$ cat src/rtl/mult_unit_pkg.sv
// Shared encodings and types for the iterative multiplier.
// Holds the ALU1 control codes, default width and FSM states.
package mult_unit_pkg;

   localparam int MULT_WIDTH = 32;

   typedef enum logic [3:0] {
      ALU1_AND  = 4'b0000,
      ALU1_OR   = 4'b0001,
      ALU1_ADD  = 4'b0010,
      ALU1_SUB  = 4'b0110,
      ALU1_SLT  = 4'b0111,
      ALU1_XOR  = 4'b1000,
      ALU1_MULT = 4'b1100,
      ALU1_NOR  = 4'b1101
   } alu1_op_e;

   typedef enum logic [1:0] {
      IDLE = 2'd0,
      RUN  = 2'd1,
      SIGN = 2'd2
   } mult_state_e;

endpackage

$ cat src/rtl/mult_shift_add.sv
// Shift-add datapath: accumulator, WIDTH+1-bit adder and shift.
// Operates on unsigned magnitudes; sign handling lives in the top.
module mult_shift_add
   import mult_unit_pkg::*;
#(
   parameter int WIDTH = MULT_WIDTH
) (
   input  logic               clk,
   input  logic               rst_n,
   input  logic               load,
   input  logic               step,
   input  logic [WIDTH-1:0]   mcand_in,
   input  logic [WIDTH-1:0]   mplier_in,
   output logic [2*WIDTH-1:0] prod
);

   logic [WIDTH-1:0] mcand;
   logic [WIDTH-1:0] acc_hi;
   logic [WIDTH-1:0] acc_lo;
   logic [WIDTH:0]   sum;

   // The carry out of the add becomes the new top bit after the shift.
   assign sum = {1'b0, acc_hi}
              + (acc_lo[0] ? {1'b0, mcand} : '0);

   always_ff @(posedge clk) begin
      if (!rst_n) begin
         mcand  <= '0;
         acc_hi <= '0;
         acc_lo <= '0;
      end else if (load) begin
         mcand  <= mcand_in;
         acc_hi <= '0;
         acc_lo <= mplier_in;
      end else if (step) begin
         acc_hi <= sum[WIDTH:1];
         acc_lo <= {sum[0], acc_lo[WIDTH-1:1]};
      end
   end

   assign prod = {acc_hi, acc_lo};

endmodule

$ cat src/rtl/mult_unit.sv
// Iterative mult/multu unit: FSM, counter, sign fix-up, hi/lo.
// Fixed WIDTH+2 cycle latency regardless of operand values.
module mult_unit
   import mult_unit_pkg::*;
#(
   parameter int         WIDTH   = MULT_WIDTH,
   parameter logic [3:0] MULT_OP = ALU1_MULT
) (
   input  logic             clk,
   input  logic             rst_n,
   input  logic             start,
   input  logic [3:0]       alu1_control,
   input  logic             signed_op,
   input  logic [WIDTH-1:0] op_a,
   input  logic [WIDTH-1:0] op_b,
   output logic             busy,
   output logic             done,
   output logic [WIDTH-1:0] hi,
   output logic [WIDTH-1:0] lo
);

   localparam int CW = (WIDTH > 1) ? $clog2(WIDTH) : 1;
   localparam logic [CW-1:0] LAST = CW'(WIDTH - 1);

   mult_state_e        state;
   logic [CW-1:0]      cnt;
   logic               signed_r;
   logic               xor_r;
   logic               rsign;
   logic               accept;
   logic               a_neg;
   logic               b_neg;
   logic [WIDTH-1:0]   a_mag;
   logic [WIDTH-1:0]   b_mag;
   logic [2*WIDTH-1:0] prod;
   logic [2*WIDTH-1:0] result;

   assign accept = (state == IDLE) && start
                && (alu1_control == MULT_OP);

   assign a_neg = signed_op & op_a[WIDTH-1];
   assign b_neg = signed_op & op_b[WIDTH-1];
   assign a_mag = a_neg ? -op_a : op_a;
   assign b_mag = b_neg ? -op_b : op_b;

   // The most-negative value maps onto itself, read as unsigned.
   assign rsign  = signed_r & xor_r;
   assign result = rsign ? -prod : prod;

   mult_shift_add #(
      .WIDTH(WIDTH)
   ) u_dp (
      .clk      (clk),
      .rst_n    (rst_n),
      .load     (accept),
      .step     (state == RUN),
      .mcand_in (a_mag),
      .mplier_in(b_mag),
      .prod     (prod)
   );

   always_ff @(posedge clk) begin
      if (!rst_n) begin
         state    <= IDLE;
         cnt      <= '0;
         signed_r <= 1'b0;
         xor_r    <= 1'b0;
         busy     <= 1'b0;
         done     <= 1'b0;
         hi       <= '0;
         lo       <= '0;
      end else begin
         done <= 1'b0;
         unique case (state)
            IDLE: begin
               if (accept) begin
                  state    <= RUN;
                  cnt      <= '0;
                  busy     <= 1'b1;
                  signed_r <= signed_op;
                  xor_r    <= op_a[WIDTH-1] ^ op_b[WIDTH-1];
               end
            end
            RUN: begin
               if (cnt == LAST) begin
                  state <= SIGN;
               end else begin
                  cnt <= cnt + CW'(1);
               end
            end
            SIGN: begin
               state    <= IDLE;
               busy     <= 1'b0;
               done     <= 1'b1;
               {hi, lo} <= result;
            end
            default: begin
               state <= IDLE;
               busy  <= 1'b0;
            end
         endcase
      end
   end

endmodule

$ cat config.mk
export PLATFORM = sky130hd
export DESIGN_NAME = mult_unit
export DESIGN_NICKNAME = d
export VERILOG_FILES = /design/src/rtl/mult_unit_pkg.sv /design/src/rtl/mult_shift_add.sv /design/src/rtl/mult_unit.sv
export SDC_FILE = /design/constraint.sdc
export NUM_CORES = 1
export LEC_CHECK = 0
export ABC_CLOCK_PERIOD_IN_PS = 3300
export CORE_UTILIZATION = 44
export CTS_CLUSTER_DIAMETER = 200
export CTS_CLUSTER_SIZE = 30
export DETAILED_ROUTE_END_ITERATION = 7
export GPL_TIMING_DRIVEN = 0
export PLACE_DENSITY = 0.66
export SLEW_MARGIN = 20
export SYNTH_ARGS = -nofsm -noshare
export SYNTH_HDL_FRONTEND = slang
export SYNTH_SLANG_ARGS = --single-unit
$ cat constraint.sdc
create_clock -name clk -period 3.3 [get_ports clk]
set_input_delay 0.33 -clock clk [delete_from_list [all_inputs] [get_ports clk]]
set_output_delay 0.33 -clock clk [all_outputs]
set_load 0.01 [all_outputs]
==> results.py, run 1 <==
metrics = {
    "finish": {
        "drive_gt1_share_pct": 4.82,
        "regArea_sq_mm": 0.00342,
        "nFillCells": 2344,
        "syn_to_final_growth_pct": 21.8,
        "n_antenna_cell": 0,
        "nNetsFinal": 1653,
        "multi_input_area_sq_mm": 0.00710,
    },
    "min_path": {
        "hold_class": "primary input to flop",
        "hold_path_depth": 3,
        "holdPathEnd": "done",
        "min_from": "rst_n",
    },
    "pwr": {
        "leakage_nw": 5.60,
        "power_density_mw_per_mm2": 354,
        "peakVddDrop_mv": 0.427,
        "p_total_mw": 4.72,
    },
    "logic_synthesis": {
        "yosysMostFrequentCell": "nand2_1",
        "avgSynthCellArea_sq_um": 7.87,
        "yosysTopAreaCell": "dfxtp_1",
        "syn_area_sq_mm": 0.0109,
        "seq_area_frac_synth_pct": 31.3,
        "synth_edf_count": 0,
        "ys_warn_count": 0,
        "synth_nets": 1499,
        "synth_cell_types": 74,
        "synth_top_area_share_pct": 31.3,
        "ys.flop_type": "dfxtp_1",
        "syn_inst": 1389,
        "synthTopCellsByArea": "dfxtp_1, nand2_1, xnor2_1, a21oi_1, xor2_1",
        "synth-seq-cells": 171,
        "synthArstFlopShare_pct": 0,
        "yosys-top-cells-count": "nand2_1, dfxtp_1, a21oi_1",
    },
    "die": {
        "dieHeight_um": 160,
        "fp.dieArea_sq_mm": 0.0255,
        "io_pins": 138,
        "start_util_pct": 44.9,
        "die_width_um": 160,
        "num_rows": 57,
        "core_region_area_sq_mm": 0.0243,
    },
    "setup_path": {
        "worstSetupStartpointType": "flop",
        "crit_chain": "clkbuf_2 -> and2_1 -> ha_1 -> a2111oi_0 -> o21ai_0 -> nand3_1 -> o21ai_1 -> a31oi_1 -> o21ai_0 -> xnor2_1 -> o21ai_0",
        "crit_arrival_ps": 3490,
        "cp.required_ps": 3590,
        "cp_top_family": "compound AO/OA/AOI/OAI gates",
        "end_kind": "flop",
        "criticalPathCategory": "flop to flop",
        "r2r_start": "u_dp.acc_lo[0]",
        "crit_path_top_delay_cell": "dfxtp_2",
        "cpPeakStageDelay_ps": 500,
        "rrSetupSlack_ps": 100,
        "worstReg2RegEnd": "u_dp.acc_hi[27]",
        "path_max_fanout": 10,
        "cpMostUsedCell": "o21ai_0",
        "rr_worst_depth": 11,
        "crit_buf_inv": 1,
    },
    "grt": {
        "antenna_found_initial": 0,
        "overflow": 0,
        "grt_use_met3_pct": 5.06,
        "track_usage_pct": 26.7,
        "use_met2_pct": 40.2,
        "grt_pass1_vias": 9863,
        "grt_max_degree": 17,
        "gr-max-usage-layer": "met2",
        "grt_use_met1_pct": 39.1,
        "grt_pass1_wl_um": 54300,
    },
    "sta": {
        "hold_viol": 0,
        "clock.fmax_ghz": 0.313,
        "slew_viol_final": 0,
        "finalHoldWorstSlack_ps": 365,
        "post-route-min-period_ps": 3200,
        "setup_violations": 0,
        "worst_clock_skew_ps": 9.92,
        "tns_ps": 0,
        "worst_slew_pin_slew_ps": 812,
        "rsz0062_at_grt": "false",
        "slew-limit-headroom_pct": 45.4,
        "finalCritPeriodShare_pct": 97.0,
    },
    "cts": {
        "cts_resized": 3,
        "cts_tree": "done",
        "ctsHoldBuffers": 0,
        "cts_buffers": 17,
        "clk_pin_slew_ps": 70,
        "cts_root_buffer": "clkbuf_16",
        "clock_sink_count": 171,
        "clk_path_buf_depth": 2,
        "htreeDepth": 4,
        "cts_setup_buffers": 0,
        "clock_latency_ps": 430,
    },
    "drt": {
        "vias_per_cell": 5.70,
        "wirelength_um": 34200,
        "drc": 0,
        "drtAntennaViolNets": 0,
        "wl_per_cell_um": 18.2,
        "drt_iter0_drc": 882,
        "dr.pass1.iters": 5,
        "num_vias": 10713,
    },
    "job": {
        "drv_cap": 0,
    },
    "placed_design": {
        "port_buffers": 136,
        "hpwl_um": 26700,
        "gp_congestion": 0.918,
    },
    "run_status": {
        "status": "complete, no violations",
    },
}
## how the worst max path moves through the flow
stage	from	end	slack, ps	cells past startpoint
after floorplan	u_dp.acc_lo[0]	u_dp.acc_hi[29]	520	12
after global routing	u_dp.acc_lo[0]	u_dp.acc_hi[29]	10	11
after global placement	u_dp.acc_lo[0]	u_dp.acc_hi[27]	-250	12
final	u_dp.acc_lo[0]	u_dp.acc_hi[27]	100	11
after detailed placement	u_dp.acc_lo[0]	u_dp.acc_hi[16]	-280	12
after CTS	u_dp.acc_lo[0]	u_dp.acc_hi[29]	60	11
## routing by layer
layer  routed length [um]  part of all wire [%]
met2                14700                    43
met4                  344                   1.0
met5                    0                     0
met3                 2780                   8.1
met1                16500                    48
## cells by family after synthesis
group	Yosys count	synth area share, %
XOR/XNOR	141	11.3
multiplexers	9	0.824
AND/OR/NAND/NOR	511	23.7
adder cells (fa/ha/maj)	38	4.42
buffers and inverters	113	3.97
flip-flops	171	31.3
AO/OA/AOI/OAI	406	24.4
## placed cells by master (no fill, tap or decap), types with 49 or more instances in the layout
master	instances
nor2_1	67
o211a_1	54
dfxtp_1	170
and2_1	49
a21oi_1	113
o21ai_0	101
clkdlybuf4s50_1	136
xor2_1	64
nand2_1	219
xnor2_1	77
clkbuf_1	68
## flip-flops by register name, summed over array words and instances, names as in the netlist
| name | cells |
|---|---|
| u_dp.mcand | 32 |
| cnt | 5 |
| xor_r | 1 |
| state | 2 |
| u_dp.acc_lo | 32 |
| busy | 1 |
| signed_r | 1 |
| lo | 32 |
| u_dp.acc_hi | 32 |
| hi | 32 |
| done | 1 |
## stage by stage
step | worst slack [ps] | util, % | cells | instance area [sq um]
5_1_grt | 10.4 | 54.7 | 1879 | 13300
2_1_floorplan | 523 | - | 1389 | 10900
3_5_place_dp | -282 | 52.2 | 1849 | 12700
3_3_place_gp | -247 | 52.2 | 1849 | 12700
6_report | 101 | 54.7 | 1879 | 13300
4_1_cts | 63.6 | 54.7 | 1879 | 13300
## area by class of cell
| class | instances | share of cell area, % |
|---|---|---|
| Clock buffer | 19 | 3.40 |
| Timing Repair Buffer | 136 | 10.2 |
| Sequential cell | 171 | 25.7 |
| Multi-Input combinational cell | 1105 | 53.4 |
| Tap cell | 324 | 3.04 |
| Buffer | 86 | 2.51 |
| Clock inverter | 12 | 1.01 |
| Inverter | 26 | 0.733 |
## worst min-delay path, stage by stage
cell	delay, ps
clkbuf_1	170
nand2_1	170
inv_1	70
## report_power, final
part	internal, mW	leakage, nW	switching, mW
combinational	0.229	3.93	0.336
clock	1.16	0.291	0.885
sequential	2.08	1.38	0.0252
total	3.47	5.60	1.25
No activity file was read; power rests on OpenSTA's default activity.
==> inputs of run 2 (changes only) <==
ABC_CLOCK_PERIOD_IN_PS = 3900   (was 3300)
clock period = 3.9 ns   (was 3.3 ns; I/O delays follow)
==> run 2 against run 1 <==
Effect of this change:
- flip-flop and latch count is the same
- wire length down 0.29%
- sequential share of layout area about the same
- via count down 0.15%
- final area decreased by 0.14%
- first-iteration DRC count up 1.7%
- final cell count about the same
- maximum frequency down 11%
- global-route usage about the same
- die area unchanged
- clock power decreased by 16%
- critical path depth up 1
- critical path type unchanged
- largest cell class unchanged
- largest power group unchanged
- highest routed layer unchanged
==> results.py, run 2 (synthesis results as in run 1) <==
metrics = {
    "run_status": {
        "status": "complete, no violations",
    },
    "finish": {
        "nNetsFinal": 1654,
        "mostFrequentLayoutCells": "nand2_1, dfxtp_1, clkdlybuf4s50_1",
        "nFillCells": 2349,
        "drive_gt1_share_pct": 4.43,
        "syn_to_final_growth_pct": 21.6,
        "final_common_cell": "nand2_1",
        "n_antenna_cell": 0,
        "layoutNonFillerInstCount": 1880,
    },
    "die": {
        "dieHeight_um": 160,
        "die_width_um": 160,
        "io_pins": 138,
        "num_rows": 57,
        "fp.dieArea_sq_mm": 0.0255,
        "start_util_pct": 44.9,
        "core_region_area_sq_mm": 0.0243,
    },
    "grt": {
        "overflow": 0,
        "grt_pass1_vias": 9872,
        "grt_pass1_wl_um": 54200,
        "track_usage_pct": 26.7,
        "grt_max_degree": 17,
        "antenna_found_initial": 0,
    },
    "placed_design": {
        "hpwl_um": 26700,
        "place_ws_ps": 318,
        "port_buffers": 136,
        "place_inst": 1849,
        "gp_congestion": 0.918,
    },
    "sta": {
        "post-route-min-period_ps": 3590,
        "tns_ps": 0,
        "setup_violations": 0,
        "hold_viol": 0,
        "slew_viol_final": 0,
        "timing.final.ws_setup_ps": 311,
        "clock.fmax_ghz": 0.279,
        "worst_slew_pin_slew_ps": 764,
        "worst_clock_skew_ps": 9.50,
        "finalCritPeriodShare_pct": 92.0,
        "rsz0062_at_grt": "false",
        "slew-limit-headroom_pct": 48.6,
        "finalHoldWorstSlack_ps": 425,
    },
    "setup_path": {
        "criticalPathCategory": "flop to flop",
        "cp.required_ps": 4200,
        "path_max_fanout": 10,
        "worstSetupStartpointType": "flop",
        "crit_arrival_ps": 3890,
        "end_kind": "flop",
        "rrSetupSlack_ps": 310,
    },
    "cts": {
        "cts_buffers": 17,
        "clk_path_buf_depth": 2,
        "ctsHoldBuffers": 0,
        "clk_pin_slew_ps": 70,
        "cts_tree": "done",
        "htreeDepth": 4,
        "clock_sink_count": 171,
        "clock_latency_ps": 430,
        "cts_root_buffer": "clkbuf_16",
    },
    "pwr": {
        "leakage_nw": 5.60,
        "p_total_mw": 3.99,
        "peakVddDrop_mv": 0.359,
        "power_density_mw_per_mm2": 300,
    },
    "min_path": {
        "hold_class": "primary input to flop",
    },
    "drt": {
        "vias_per_cell": 5.69,
        "drtAntennaViolNets": 0,
        "wirelength_um": 34100,
        "wl_per_cell_um": 18.2,
        "drt_iter0_drc": 897,
        "num_vias": 10697,
        "dr.pass1.iters": 5,
        "drc": 0,
    },
    "job": {
        "drv_cap": 0,
    },
}
## run 2: worst paths after layout
kind / start / end / depth (start not counted)
max: u_dp.acc_lo[0] / u_dp.acc_hi[29] / 12
min: rst_n / done / 3
max reg2reg: u_dp.acc_lo[0] / u_dp.acc_hi[29] / 12
min reg2reg: hi[25] / hi[25] / 2
## run 2: repair_timing
action	in CTS	in global routing
hold endpoints to repair	0	0
endpoints found under the setup margin	0	3
setup buffers	0	0
resized for setup	0	2
## run 2: cell type report
type | instances | area [sq um] | area share (%)
multi-input cells | 1105 | 7080 | 53.3
flip-flops and latches | 171 | 3420 | 25.7
repair buffers | 136 | 1360 | 10.2
clock buffers | 19 | 453 | 3.41
well taps | 324 | 405 | 3.05
plain buffers | 87 | 337 | 2.53
clock inverters | 12 | 135 | 1.02
inverters | 26 | 97.6 | 0.734
## run 2: worst max-delay path, cell delays in order (launching register included)
cell,delay (ps)
dfxtp_1,320
clkbuf_1,470
clkbuf_1,300
and2_1,190
ha_1,290
a2111oi_0,400
o21ai_0,190
nand3_1,170
a31oi_1,240
a31o_2,340
a211oi_1,290
xor2_1,180
o21ai_0,80
## run 2: layer usage
metal	part of all wire [%]	wire length, um	GRT usage [%]	vias up
met5	0	0	0	-
met4	0.95	323	5.86	0
met3	7.7	2650	5.04	20
met2	43	14500	40.3	421
met1	49	16600	39.1	5003
li1	-	-	-	5253
## run 2: per-stage QoR
step | util [%] | area [sq um]
2_1_floorplan | - | 10900
4_1_cts | 54.7 | 13300
5_1_grt | 54.7 | 13300
3_5_place_dp | 52.2 | 12700
3_3_place_gp | 52.2 | 12700
6_report | 54.7 | 13300
## run 2: report_power, final
group	switching [mW]	leakage (nW)	internal (mW)
Clock	0.750	0.291	0.983
Combinational	0.284	3.93	0.194
Sequential	0.0208	1.38	1.76
Total	1.05	5.60	2.94
